$ cat src/rtl/n64_poll_transmitter.sv
// Console-side N64 one-wire poll initiator: serialises CMD plus a stop bit with
// pulse-width coding, then releases the bus and arms the reply receiver.
module n64_poll_transmitter #(
  parameter int         CLKS_PER_US    = 12,
  parameter logic [7:0] CMD            = 8'h01,
  parameter int         POLL_PERIOD_US = 16667,
  parameter int         RX_WINDOW_US   = 160
) (
  input  logic clock,
  input  logic reset_n,
  input  logic auto_en,
  input  logic start,
  output logic line_oe,
  output logic enable_latch,
  output logic busy
);

  localparam int U             = CLKS_PER_US;
  localparam int PH_W          = $clog2(3 * U);
  localparam int PERIOD_CYCLES = POLL_PERIOD_US * U;
  localparam int PER_W         = $clog2(PERIOD_CYCLES + 1);
  localparam int RX_CYCLES     = RX_WINDOW_US * U;
  localparam int RX_W          = $clog2(RX_CYCLES + 1);

  localparam logic [PH_W-1:0]  SHORT_LAST  = PH_W'(U - 1);
  localparam logic [PH_W-1:0]  LONG_LAST   = PH_W'(3 * U - 1);
  localparam logic [PER_W-1:0] PERIOD_LAST = PER_W'(PERIOD_CYCLES - 1);
  localparam logic [RX_W-1:0]  RX_LAST     = RX_W'(RX_CYCLES - 1);

  typedef enum logic [2:0] {
    IDLE    = 3'd0,
    BIT_LO  = 3'd1,
    BIT_HI  = 3'd2,
    STOP_LO = 3'd3,
    RX_WAIT = 3'd4
  } state_t;

  state_t            state, state_next;
  logic [PH_W-1:0]   phase_cnt, phase_next;
  logic [2:0]        bit_idx, bit_next;
  logic [RX_W-1:0]   rx_cnt, rx_next;
  logic [PER_W-1:0]  period_cnt, period_next;
  logic              line_oe_next, enable_latch_next, busy_next;
  logic              trigger;
  logic              cur_bit;
  logic [PH_W-1:0]   lo_last, hi_last;

  assign cur_bit = CMD[3'd7 - bit_idx];
  // A '1' is a short low then a long high; a '0' is the reverse.
  assign lo_last = cur_bit ? SHORT_LAST : LONG_LAST;
  assign hi_last = cur_bit ? LONG_LAST  : SHORT_LAST;
  assign trigger = start | (auto_en & (period_cnt == PERIOD_LAST));

  always_ff @(posedge clock or negedge reset_n) begin
    if (!reset_n) begin
      state        <= IDLE;
      phase_cnt    <= '0;
      bit_idx      <= '0;
      rx_cnt       <= '0;
      period_cnt   <= '0;
      line_oe      <= 1'b0;
      enable_latch <= 1'b0;
      busy         <= 1'b0;
    end else begin
      state        <= state_next;
      phase_cnt    <= phase_next;
      bit_idx      <= bit_next;
      rx_cnt       <= rx_next;
      period_cnt   <= period_next;
      line_oe      <= line_oe_next;
      enable_latch <= enable_latch_next;
      busy         <= busy_next;
    end
  end

  always_comb begin
    state_next  = state;
    phase_next  = phase_cnt;
    bit_next    = bit_idx;
    rx_next     = rx_cnt;
    unique case (state)
      IDLE: begin
        if (trigger) begin
          state_next = BIT_LO;
          phase_next = '0;
          bit_next   = '0;
        end
      end
      BIT_LO: begin
        if (phase_cnt == lo_last) begin
          state_next = BIT_HI;
          phase_next = '0;
        end else begin
          phase_next = phase_cnt + PH_W'(1);
        end
      end
      BIT_HI: begin
        if (phase_cnt == hi_last) begin
          phase_next = '0;
          if (bit_idx == 3'd7) begin
            state_next = STOP_LO;
            bit_next   = '0;
          end else begin
            state_next = BIT_LO;
            bit_next   = bit_idx + 3'd1;
          end
        end else begin
          phase_next = phase_cnt + PH_W'(1);
        end
      end
      STOP_LO: begin
        if (phase_cnt == SHORT_LAST) begin
          state_next = RX_WAIT;
          phase_next = '0;
          rx_next    = '0;
        end else begin
          phase_next = phase_cnt + PH_W'(1);
        end
      end
      RX_WAIT: begin
        if (rx_cnt == RX_LAST) begin
          state_next = IDLE;
          rx_next    = '0;
        end else begin
          rx_next = rx_cnt + RX_W'(1);
        end
      end
      default: begin
        state_next = IDLE;
        phase_next = '0;
        bit_next   = '0;
        rx_next    = '0;
      end
    endcase
  end

  // Period counter saturates so an expiry during a frame fires on the first IDLE cycle.
  always_comb begin
    period_next = period_cnt;
    if (!auto_en || (state == IDLE && trigger)) begin
      period_next = '0;
    end else if (period_cnt != PERIOD_LAST) begin
      period_next = period_cnt + PER_W'(1);
    end
  end

  // Outputs are registered from the next state so the bus driver never glitches.
  always_comb begin
    line_oe_next      = (state_next == BIT_LO) || (state_next == STOP_LO);
    busy_next         = (state_next != IDLE);
    enable_latch_next = (state == STOP_LO) && (state_next == RX_WAIT);
  end

endmodule

$ cat config.mk
export PLATFORM = sky130hd
export DESIGN_NAME = n64_poll_transmitter
export DESIGN_NICKNAME = d
export VERILOG_FILES = /design/src/rtl/n64_poll_transmitter.sv
export SDC_FILE = /design/constraint.sdc
export NUM_CORES = 1
export LEC_CHECK = 0
export BUFFER_PORTS_ARGS = -buffer_cell sky130_fd_sc_hd__buf_4
export CORE_ASPECT_RATIO = 0.9
export CORE_UTILIZATION = 60
export CTS_BUF_LIST = sky130_fd_sc_hd__clkbuf_4 sky130_fd_sc_hd__clkbuf_8
export DETAILED_ROUTE_END_ITERATION = 6
export PLACE_DENSITY = 0.8
export SKIP_CTS_REPAIR_TIMING = 1
export SYNTH_ARGS = -nofsm -noshare
export SYNTH_HDL_FRONTEND = slang
export SYNTH_SLANG_ARGS = --single-unit
$ cat constraint.sdc
create_clock -name clock -period 2.1 [get_ports clock]
set_input_delay 0 -clock clock [delete_from_list [all_inputs] [get_ports clock]]
set_output_delay 0 -clock clock [all_outputs]
set_load 0.02 [all_outputs]
# ---- Word-level counts from Yosys, hierarchy flattened
# Memory sizes are Yosys's and may differ from the RTL's.
# Cells that the tools add are included.
dict set report classes {
  order_cmp 1
  bitwise_logic 5
  multipliers 0
  n_shift 0
  n_reduce_logical 13
  n_mux 24
  addsub 5
  n_eq_ne 17
  n_div 0
}
# op n
set ops {}
lappend ops {{2-to-1 mux 18 bit} 2}
lappend ops {{2-to-1 mux 6 bit} 6}
lappend ops {{case mux 11 bit (3 select lines)} 1}
lappend ops {{case mux 6 bit (5 select lines)} 1}
lappend ops {{2-to-1 mux 3 bit} 8}
lappend ops {{2-to-1 mux 11 bit} 2}
lappend ops {{adder 18 x 1 -> 18 bit (second input constant)} 1}
lappend ops {{== test 18 bit (second input constant)} 1}
lappend ops {{!= test 18 bit (second input constant)} 1}
lappend ops {{case mux 3 bit (5 select lines)} 1}
lappend ops {{== test 6 bit} 2}
lappend ops {{adder 11 x 1 -> 11 bit (second input constant)} 1}
lappend ops {{== test 11 bit (second input constant)} 1}
lappend ops {{== test 3 x 2 -> 1 bit (second input constant)} 3}
lappend ops {{== test 3 bit (second input constant)} 3}
lappend ops {{case mux 3 bit (3 select lines)} 1}
lappend ops {{adder 6 x 1 -> 6 bit (second input constant)} 1}
lappend ops {{== test 3 x 1 -> 1 bit (second input constant)} 2}
lappend ops {{== test 6 x 4 -> 1 bit (second input constant)} 1}
lappend ops {{!= test 2 bit (second input constant)} 3}
lappend ops {{OR reduction 3 bit} 2}
lappend ops {{less-than comparator 3 x 4 -> 1 bit (second input constant)} 1}
lappend ops {{AND reduction 2 bit} 2}
lappend ops {{adder 3 x 1 -> 3 bit (second input constant)} 1}
lappend ops {{other kinds (13)} 17}
dict set report word_totals {
  output_inout_bits 3
  word_cells 74
  n_memories 1
  romBits 8
  ramBits 0
  latchBits 0
  input_bits 4
  ff_bits 44
}
# name depth word_bits rd rd_ports_with_merged_regs wr line
set mem_list {}
lappend mem_list {{(no name shown)} 8 1 1 0 0 48} ;# assign cur_bit = CMD[3'd7 - bit_idx];

# ---- Longest topological paths before layout
# Gate-level depths: netlist of run 1.
dict set report logic_depth {
  depth_word 9
  depth_mapped 7
  depth_no_buf 7
}

# ---- Worst setup path after synthesis of run 1
# No wires, ideal clock.
dict set report synth_timing {
  path_type {register -> register}
  start {register bit_idx[0]}
  end {register busy}
  t_required_ns 1.969
  path_buffers 0
  stages_incl_launch_ff 8
  setup_slack_ns 0.251
  synth_period_minus_slack_ns 1.849
  arrival_time_ns 1.717
  setup_time_ns 0.131
  cell_sequence {dfrtp_1 ha_1 ha_1 nand2b_1 o32ai_1 a21o_1 nand3_1 or3_1}
}
dict set report synth_via {
  elab_chain_len 8
  elab_cells_between_ends 13
  classes_between {1 x add/sub; 3 x eq/ne; 7 x mux; 1 x reduce/logical; 1 x memory}
}
# element line
set synth_lines {}
lappend synth_lines {{start, declared} 40} ;# logic [2:0] bit_idx, bit_next;
lappend synth_lines {{start signal, assigned} 67} ;# bit_idx <= bit_next;
lappend synth_lines {{subtractor 3 bit *} 48}
lappend synth_lines {{memory (8 x 1 bit) *} -}
lappend synth_lines {{2-to-1 mux 1 bit (implied by the code) *} 48}
lappend synth_lines {{2-to-1 mux 6 bit (on tied branches)} {51, 50}}
lappend synth_lines {{== test 6 bit (on tied branches)} {98, 90}}
lappend synth_lines {{2-to-1 mux 3 bit (on tied branches)} {98, 90}}
lappend synth_lines {{case mux 3 bit (5 select lines) *} 81} ;# unique case (state)
lappend synth_lines {{net state_next[0]} 38} ;# state_t state, state_next;
lappend synth_lines {{nonzero test 3 bit *} 150} ;# busy_next = (state_next != IDLE);
lappend synth_lines {{net busy_next} 43} ;# logic line_oe_next, enable_latch_next, busy_next;
lappend synth_lines {{end signal, assigned} 72} ;# busy <= busy_next;
lappend synth_lines {{end, declared} 15} ;# output logic busy
# Mark *: on every way through the listed nets, which the timed path passes. The rest lies on a longest branch. The select of a mux whose other input is x is not followed.
# A chain may end at the register's enable or synchronous reset.

# ---- Worst setup path after layout of run 1
# Same ends and word-level chain as after synthesis.

==> flow_summary.ini, run 1 <==
[run_status]
status = finished clean

[layout]
fin_cells = 306
final_nets = 269
final_common_cell = dfrtp_1
area_growth_syn_to_layout_pct = 9.321
layout_common_cells = 44 x dfrtp_1, 27 x nor2_1, 18 x nand2_1
post-route-cell-area_sq_mm = 0.002597
diodes = 0
drive_gt1_share_pct = 12.31
fill_cells = 294

[clock_tree]
cts_root_buffer = clkbuf_8
cts_sinks = 44
numCtsBuffers = 5
clk_latency_ns = 0.30
clockBufferDepth = 2
cts_tree = built
htree_levels = 2
clkTransAtPathRegs_ns = 0.08

[yosys]
avgSynthCellArea_sq_um = 9.698
synth-simple-area-share_pct = 24.49
ys_types = 49
synth_cells = 245
synthFlopType = dfrtp_1
syn_area_sq_mm = 0.002376
syn_nets = 255
yosysWarnings = 0
synth_top_family_by_area = simple AND/OR/NAND/NOR gates
muxShareOfSynthArea_pct = 0.8952
synth_edf_count = 0
ys_seq_elements = 44
seq_area_frac_synth_pct = 46.34
async_reset_ff_share_pct = 100.0
synth_compound_area_share_pct = 15.59
synth-xor-area-share_pct = 7.372
synth_fa_ha_area_share_pct = 3.160

[setup_path]
arrival_ns = 2.14
endpoint_kind = flop
rr_worst_depth = 7
regToRegSetupSlack_ns = 0.15
crit_type = reg2reg
critical_path.max_fanout = 5
worstPathRequired_ns = 2.29
startpoint_type = flop

[route]
detail-route-antenna-nets = 0
post-route-drc-count = 0
vias = 1782
via_per_inst = 5.824
first_pass_iters = 4
wl_mm = 4.354
drtIter0Drc = 135
wl_per_cell_um = 14.23

[sta]
slew_headroom_pct = 61.47
fin_worst_skew_ns = 0.003756
setup_viol = 0
setup_ws_ns = 0.1468
finalHoldViolCount = 0
max_freq_mhz = 512.0
final.setup.tns_ns = 0
finalCritPeriodShare_pct = 93.01
slew_violations = 0
min_period_ns = 1.953
tightest_slew_ns = 0.5727
grt_setup_unrepaired = false

[floorplan]
dieArea_sq_mm = 0.004216
die_w_um = 68.33
fp-row-count = 21
core_sq_mm = 0.003757
start_util_pct = 63.24
die_h_um = 61.70
ios = 7

[power]
power.total_mw = 1.453
ir_drop_mv = 0.4176
power.density_mw_per_mm2 = 559.5
power.leakage_nw = 1.091

[global_route]
grt-ovfl-total = 0
grt_use_total_pct = 23.59
grt_pass1_vias = 1624
grt_max_degree = 45
antenna_found_initial = 0
grt_pass1_wl_mm = 7.314

[placement]
dp_hpwl_mm = 3.027
gp_congestion = 0.7978
post-place-ws_ns = 0.1098
dpl_cell_area_sq_mm = 0.002476
dp.cells = 296
io_buffers = 6

[worst_hold_path]
min_path_cells = 3
min_path_type = in2reg

[run]
maxCapViolations = 0
==> cell usage after synthesis (2+ instances only) <==
cell type / number / area (sq um)
xnor2_1: 9 / 78.83
a21oi_1: 6 / 30.03
a21o_1: 3 / 22.52
a31o_2: 3 / 26.28
o21ai_0: 14 / 70.07
nand3_1: 17 / 85.08
nand2_2: 3 / 18.77
o21a_1: 3 / 22.52
nor3_1: 3 / 15.01
dfrtp_1: 44 / 1101
inv_1: 9 / 33.78
nor4_1: 3 / 18.77
a22o_1: 3 / 26.28
and3_1: 6 / 37.54
a31oi_1: 8 / 50.05
or3_1: 3 / 18.77
o31ai_1: 3 / 22.52
nand2b_1: 6 / 37.54
and4_1: 2 / 17.52
a211oi_1: 3 / 22.52
xor2_1: 11 / 96.34
nand4_1: 5 / 31.28
nor2_1: 27 / 101.4
nand2_1: 18 / 67.56
ha_1: 6 / 75.07
nor2b_1: 3 / 18.77
buf_2: 2 / 10.01
==> final timing paths <==
| path | from | endpoint |
|---|---|---|
| setup / recovery | bit_idx[0] | busy |
| hold / removal | start | period_cnt[0] |
| setup reg to reg | bit_idx[0] | busy |
| hold reg to reg | bit_idx[0] | bit_idx[0] |
| max in group asynchronous | reset_n | phase_cnt[0] |
| min in group asynchronous | reset_n | period_cnt[4] |
==> state kept, by name, summed over array words and instances (netlist names) <==
name	flops
period_cnt	18
rx_cnt	11
phase_cnt	6
bit_idx	3
state	3
busy	1
enable_latch	1
line_oe	1
==> power breakdown <==
group,internal (mW),leakage [nW],switching [mW]
combinational,0.0149,0.453,0.0306
sequential,0.851,0.587,0.00530
clock,0.263,0.0510,0.289
total,1.13,1.09,0.325
==> metrics by stage <==
stage                     hold slack, ns  utilization [%]
after floorplan                  -0.2956                -
after global placement           0.02302            65.90
after detailed placement         0.02658            65.90
after CTS                        -0.3040            68.37
after global routing             0.06336            69.13
final                            0.06097            69.13
==> critical path, cell delays in order (launching register included) <==
cell,delay (ns)
dfrtp_1,0.41
ha_1,0.23
ha_2,0.21
nand2b_1,0.15
o32ai_1,0.24
a21o_1,0.21
nand3_1,0.09
or3_1,0.30
==> metal layers <==
layer  GRT usage, %  vias up  share of wire, %
met5              0        -                 0
met4          8.333        0               1.4
met3          7.117        7               3.2
met2          34.73       27                44
met1          33.02      836                51
li1               -      912                 -
==> cells by family after synthesis <==
kind of cell,after synthesis
buffers and inverters,12
flip-flops,44
AO/OA/AOI/OAI,53
AND/OR/NAND/NOR,108
adder cells (fa/ha/maj),6
multiplexers,2
XOR/XNOR,20
==> area by class of cell <==
type / count / area, sq um / share of cell area (%)
flip-flops and latches: 44 / 1101 / 42.39
inverters: 9 / 33.78 / 1.301
clock buffers: 6 / 82.58 / 3.179
repair buffers: 10 / 80.08 / 3.083
well taps: 46 / 57.56 / 2.216
multi-input cells: 189 / 1232 / 47.45
clock inverters: 2 / 10.01 / 0.3854
Note: power is estimated with default switching activity, not from simulation.
==> inputs of run 2 (changes only) <==
CORE_ASPECT_RATIO = unset   (was 0.9)
REMOVE_ABC_BUFFERS = 1   (was unset)
==> flow_summary.ini, run 2 (synthesized netlist as in run 1, its figures left out) <==
[run_status]
status = finished clean

[clock_tree]
clkTransAtPathRegs_ns = 0.08
htree_levels = 2
cts_root_buffer = clkbuf_8
cts_tree = built
clockBufferDepth = 2
clk_latency_ns = 0.29
numCtsBuffers = 5
cts_sinks = 44

[route]
wl_mm = 4.350
first_pass_iters = 4
drtIter0Drc = 159
vias = 1854
met2_length_mm = 1.985
wl_met1_mm = 2.115
detail-route-antenna-nets = 0
highest_layer = met4
dr_wl_met3_um = 189
post-route-drc-count = 0
via_per_inst = 6.039
wl_per_cell_um = 14.17

[floorplan]
core_sq_mm = 0.003716
die_w_um = 64.93
ios = 7
die_h_um = 64.93
dieArea_sq_mm = 0.004216
fp-row-count = 22
start_util_pct = 63.94

[setup_path]
critPathMaxStageDelay_ns = 0.40
critical_path.max_fanout = 9
arrival_ns = 2.17
crit_type = reg2reg
cp.buffers_inverters = 0
endpoint_kind = flop
path_delay_family = compound AO/OA/AOI/OAI gates
worstPathRequired_ns = 2.29
startpoint_type = flop
cp_slowest_cell = dfrtp_1
cp_cell_sequence = ha_1, nand2b_1, nor4_4, a41oi_4, o21ai_0, a21bo_2

[layout]
reg_top3 = period_cnt x18, rx_cnt x11, phase_cnt x6
fill_cells = 310
largest_reg_flops = 18
drive_gt1_share_pct = 11.58
seq_area_sq_mm = 0.001101
layout_common_cells = 44 x dfrtp_1, 27 x nor2_1, 18 x nand2_1
final_common_cell = dfrtp_1
post-route-cell-area_sq_mm = 0.002597
diodes = 0
final_nets = 269
area_growth_syn_to_layout_pct = 9.321
multiInputGateArea_sq_mm = 0.001226
top_register = period_cnt

[power]
p_int_mw = 1.159
p_sw_mw = 0.3019
power.density_mw_per_mm2 = 562.4
p_sw_share_pct = 20.67
power.leakage_nw = 1.090
comb_power_share_pct = 3.1
pwr-share-seq_pct = 58.6
ir_drop_mv = 0.4465
pwr-share-clk_pct = 38.2

[global_route]
antenna_found_initial = 0
grt_use_total_pct = 24.07
grt_pass1_vias = 1755
grt_max_degree = 45
grt-ovfl-total = 0
grt_pass1_wl_mm = 7.721

[worst_hold_path]
min_path_type = in2reg

[sta]
min_period_ns = 1.975
setup_viol = 0
finalHoldViolCount = 0
slew_headroom_pct = 55.17
tightest_slew_ns = 0.6693
slew_violations = 0
max_freq_mhz = 506.3
grt_setup_unrepaired = false
finalCritPeriodShare_pct = 94.06
final.setup.tns_ns = 0
fin_worst_skew_ns = 0.003734

[run]
maxCapViolations = 0

[placement]
dp_hpwl_mm = 2.988
io_buffers = 6
dpl_cell_area_sq_mm = 0.002479
gp_congestion = 0.8150
==> run 2: stage by stage <==
stage          hold slack (ns)  std cells  utilization, %  power, mW  worst slack, ns
3_3_place_gp           0.02217        298           66.70     0.9158           0.1876
3_5_place_dp           0.02582        298           66.70     0.9166          0.09691
5_1_grt                0.09727        307           69.90      1.516          0.02574
4_1_cts                -0.2981        305           69.29      1.481          0.08868
6_report               0.07733        307           69.90      1.461           0.1248
2_1_floorplan          -0.2956        242               -     0.8877           0.2513
==> run 2: final timing paths <==
check                              start  cells after the start  slack (ns)       endpoint
max                        period_cnt[0]                      6        0.12   phase_cnt[2]
min                                start                      3        0.08  period_cnt[0]
max reg2reg                period_cnt[0]                      6        0.12   phase_cnt[2]
min reg2reg                   bit_idx[0]                      1        0.50     bit_idx[0]
max in group asynchronous        reset_n                      2        1.51        line_oe
min in group asynchronous        reset_n                      2        0.23      rx_cnt[8]
==> run 2: worst reg2reg max path, cell delays in order, from the launching register on <==
cell and delay (ns):
dfrtp_1 0.40, ha_1 0.24, nand2b_1 0.12, nor4_4 0.38
a41oi_4 0.26, o21ai_0 0.24, a21bo_2 0.24
==> run 2: area by class of cell <==
class                   instances  area share [%]
multi-input cells             189           47.21
repair buffers                 10           3.083
clock buffers                   7           3.709
well taps                      48           2.312
inverters                       9           1.301
flip-flops and latches         44           42.39
==> run 2: metal layers <==
| layer | up-vias | global-route usage (%) |
|---|---|---|
| met5 | - | 0 |
| met4 | 0 | 10.00 |
| met3 | 7 | 5.810 |
| met2 | 37 | 37.76 |
| met1 | 894 | 31.72 |
| li1 | 916 | - |
==> run 2: power by group through the flow <==
stage | logic (mW) | registers (mW) | clock network [mW]
2_1_floorplan | 0.0157 | 0.872 | 0
3_3_place_gp | 0.0434 | 0.872 | 0
3_5_place_dp | 0.0438 | 0.873 | 0
6_report | 0.0456 | 0.856 | 0.559
4_1_cts | 0.0444 | 0.856 | 0.580
5_1_grt | 0.0531 | 0.857 | 0.606
==> inputs of run 3 (changes only) <==
clock period = 2.4 ns   (was 2.1 ns; I/O delays follow)
==> flow_summary.ini, run 3 (synthesized netlist as in run 1, its figures left out) <==
[run_status]
status = finished clean

[sta]
holdWs_ns = 0.06735
fin_worst_skew_ns = 0.006693
tightest_slew_ns = 0.7169
finalCritPeriodShare_pct = 84.77
min_period_ns = 2.034
final.setup.tns_ns = 0
max_freq_mhz = 491.5
slew_violations = 0
setup_viol = 0
slew_headroom_pct = 51.98
finalHoldViolCount = 0
grt_setup_unrepaired = false

[route]
via_per_inst = 5.954
detail-route-antenna-nets = 0
post-route-drc-count = 0
wl_mm = 4.337
wl_per_cell_um = 14.17
drtIter0Drc = 116
vias = 1822
first_pass_iters = 4

[layout]
post-route-cell-area_sq_mm = 0.002595
area_growth_syn_to_layout_pct = 9.215
drive_gt1_share_pct = 10.85
layout_common_cells = 44 x dfrtp_1, 27 x nor2_1, 18 x nand2_1
final_common_cell = dfrtp_1
fin_cells = 306
top_register = period_cnt
largest_reg_flops = 18
diodes = 0
reg_top3 = period_cnt x18, rx_cnt x11, phase_cnt x6
final_nets = 267

[setup_path]
cpMostUsedCell = ha_1
worstPathRequired_ns = 2.58
cp_slowest_cell = dfrtp_1
endpoint_kind = flop
critPathMaxStageDelay_ns = 0.40
startpoint_type = flop
cp_cell_sequence = ha_1, ha_1, nand2b_1, o32ai_1, a21o_1, nand3_1, or3_1
critical_path.max_fanout = 5
arrival_ns = 2.21
crit_type = reg2reg

[floorplan]
fp-row-count = 22
die_w_um = 64.93
dieArea_sq_mm = 0.004216
die_h_um = 64.93
core_sq_mm = 0.003716
start_util_pct = 63.94
ios = 7

[clock_tree]
clkTransAtPathRegs_ns = 0.08
numCtsBuffers = 5
htree_levels = 2
cts_tree = built
clk_latency_ns = 0.29
clockBufferDepth = 2
cts_sinks = 44
cts_root_buffer = clkbuf_8

[global_route]
grt_pass1_wl_mm = 7.693
grt-ovfl-total = 0
antenna_found_initial = 0
grt_use_total_pct = 23.61
grt_max_degree = 45
grt_pass1_vias = 1683

[power]
power.density_mw_per_mm2 = 518.6
ir_drop_mv = 0.3701
power.leakage_nw = 1.093

[placement]
io_buffers = 6
dp_hpwl_mm = 3.061
dp.cells = 296
dpl_cell_area_sq_mm = 0.002464
gp_congestion = 0.7979

[worst_hold_path]
min_path_type = in2reg

[run]
maxCapViolations = 0
[run 3: cell type report]
type,count,area (sq um)
Clock buffer,6,76.32
Clock inverter,2,35.03
Fill cell,286,1121
Inverter,9,33.78
Multi-Input combinational cell,189,1224
Sequential cell,44,1101
Tap cell,48,60.06
Timing Repair Buffer,8,65.06
[run 3: report_power, final]
group | internal (mW) | total, mW | switching (mW)
clock | 0.320 | 0.559 | 0.239
combinational | 0.0119 | 0.0380 | 0.0261
sequential | 0.745 | 0.749 | 0.00394
total | 1.08 | 1.35 | 0.269
[run 3: layer usage]
metal | up-vias | global-route usage (%) | wire length, um
met3 | 9 | 5.986 | 146
met4 | 0 | 6.944 | 64
met5 | - | 0 | 0
li1 | 905 | - | -
met2 | 33 | 35.81 | 1885
met1 | 875 | 33.14 | 2241
[run 3: per-stage QoR]
step	worst slack, ns	util [%]	power (mW)
after floorplan	0.5513	-	0.7767
after global placement	0.4258	66.30	0.7996
after detailed placement	0.3768	66.30	0.8001
after CTS	0.3572	69.29	1.365
after global routing	0.2322	69.83	1.398
final	0.3655	69.83	1.346
[run 3: critical path, delay by kind of cell, from the launching register on]
| family | cells | cell delay (ns) |
|---|---|---|
| compound gates | 2 | 0.48 |
| simple gates | 3 | 0.58 |
| fa+ha+maj | 2 | 0.47 |
| flops | 1 | 0.40 |
[run 3: path summary, 6_finish.rpt]
check,startpoint,end,slack (ns),depth (start not counted)
max in group asynchronous,reset_n,period_cnt[10],1.79,2
worst min register to register,bit_idx[0],bit_idx[0],0.50,1
worst min-delay path,start,period_cnt[0],0.07,3
worst max register to register,bit_idx[0],busy,0.37,7
worst max-delay path,bit_idx[0],busy,0.37,7
min in group asynchronous,reset_n,period_cnt[13],0.23,2
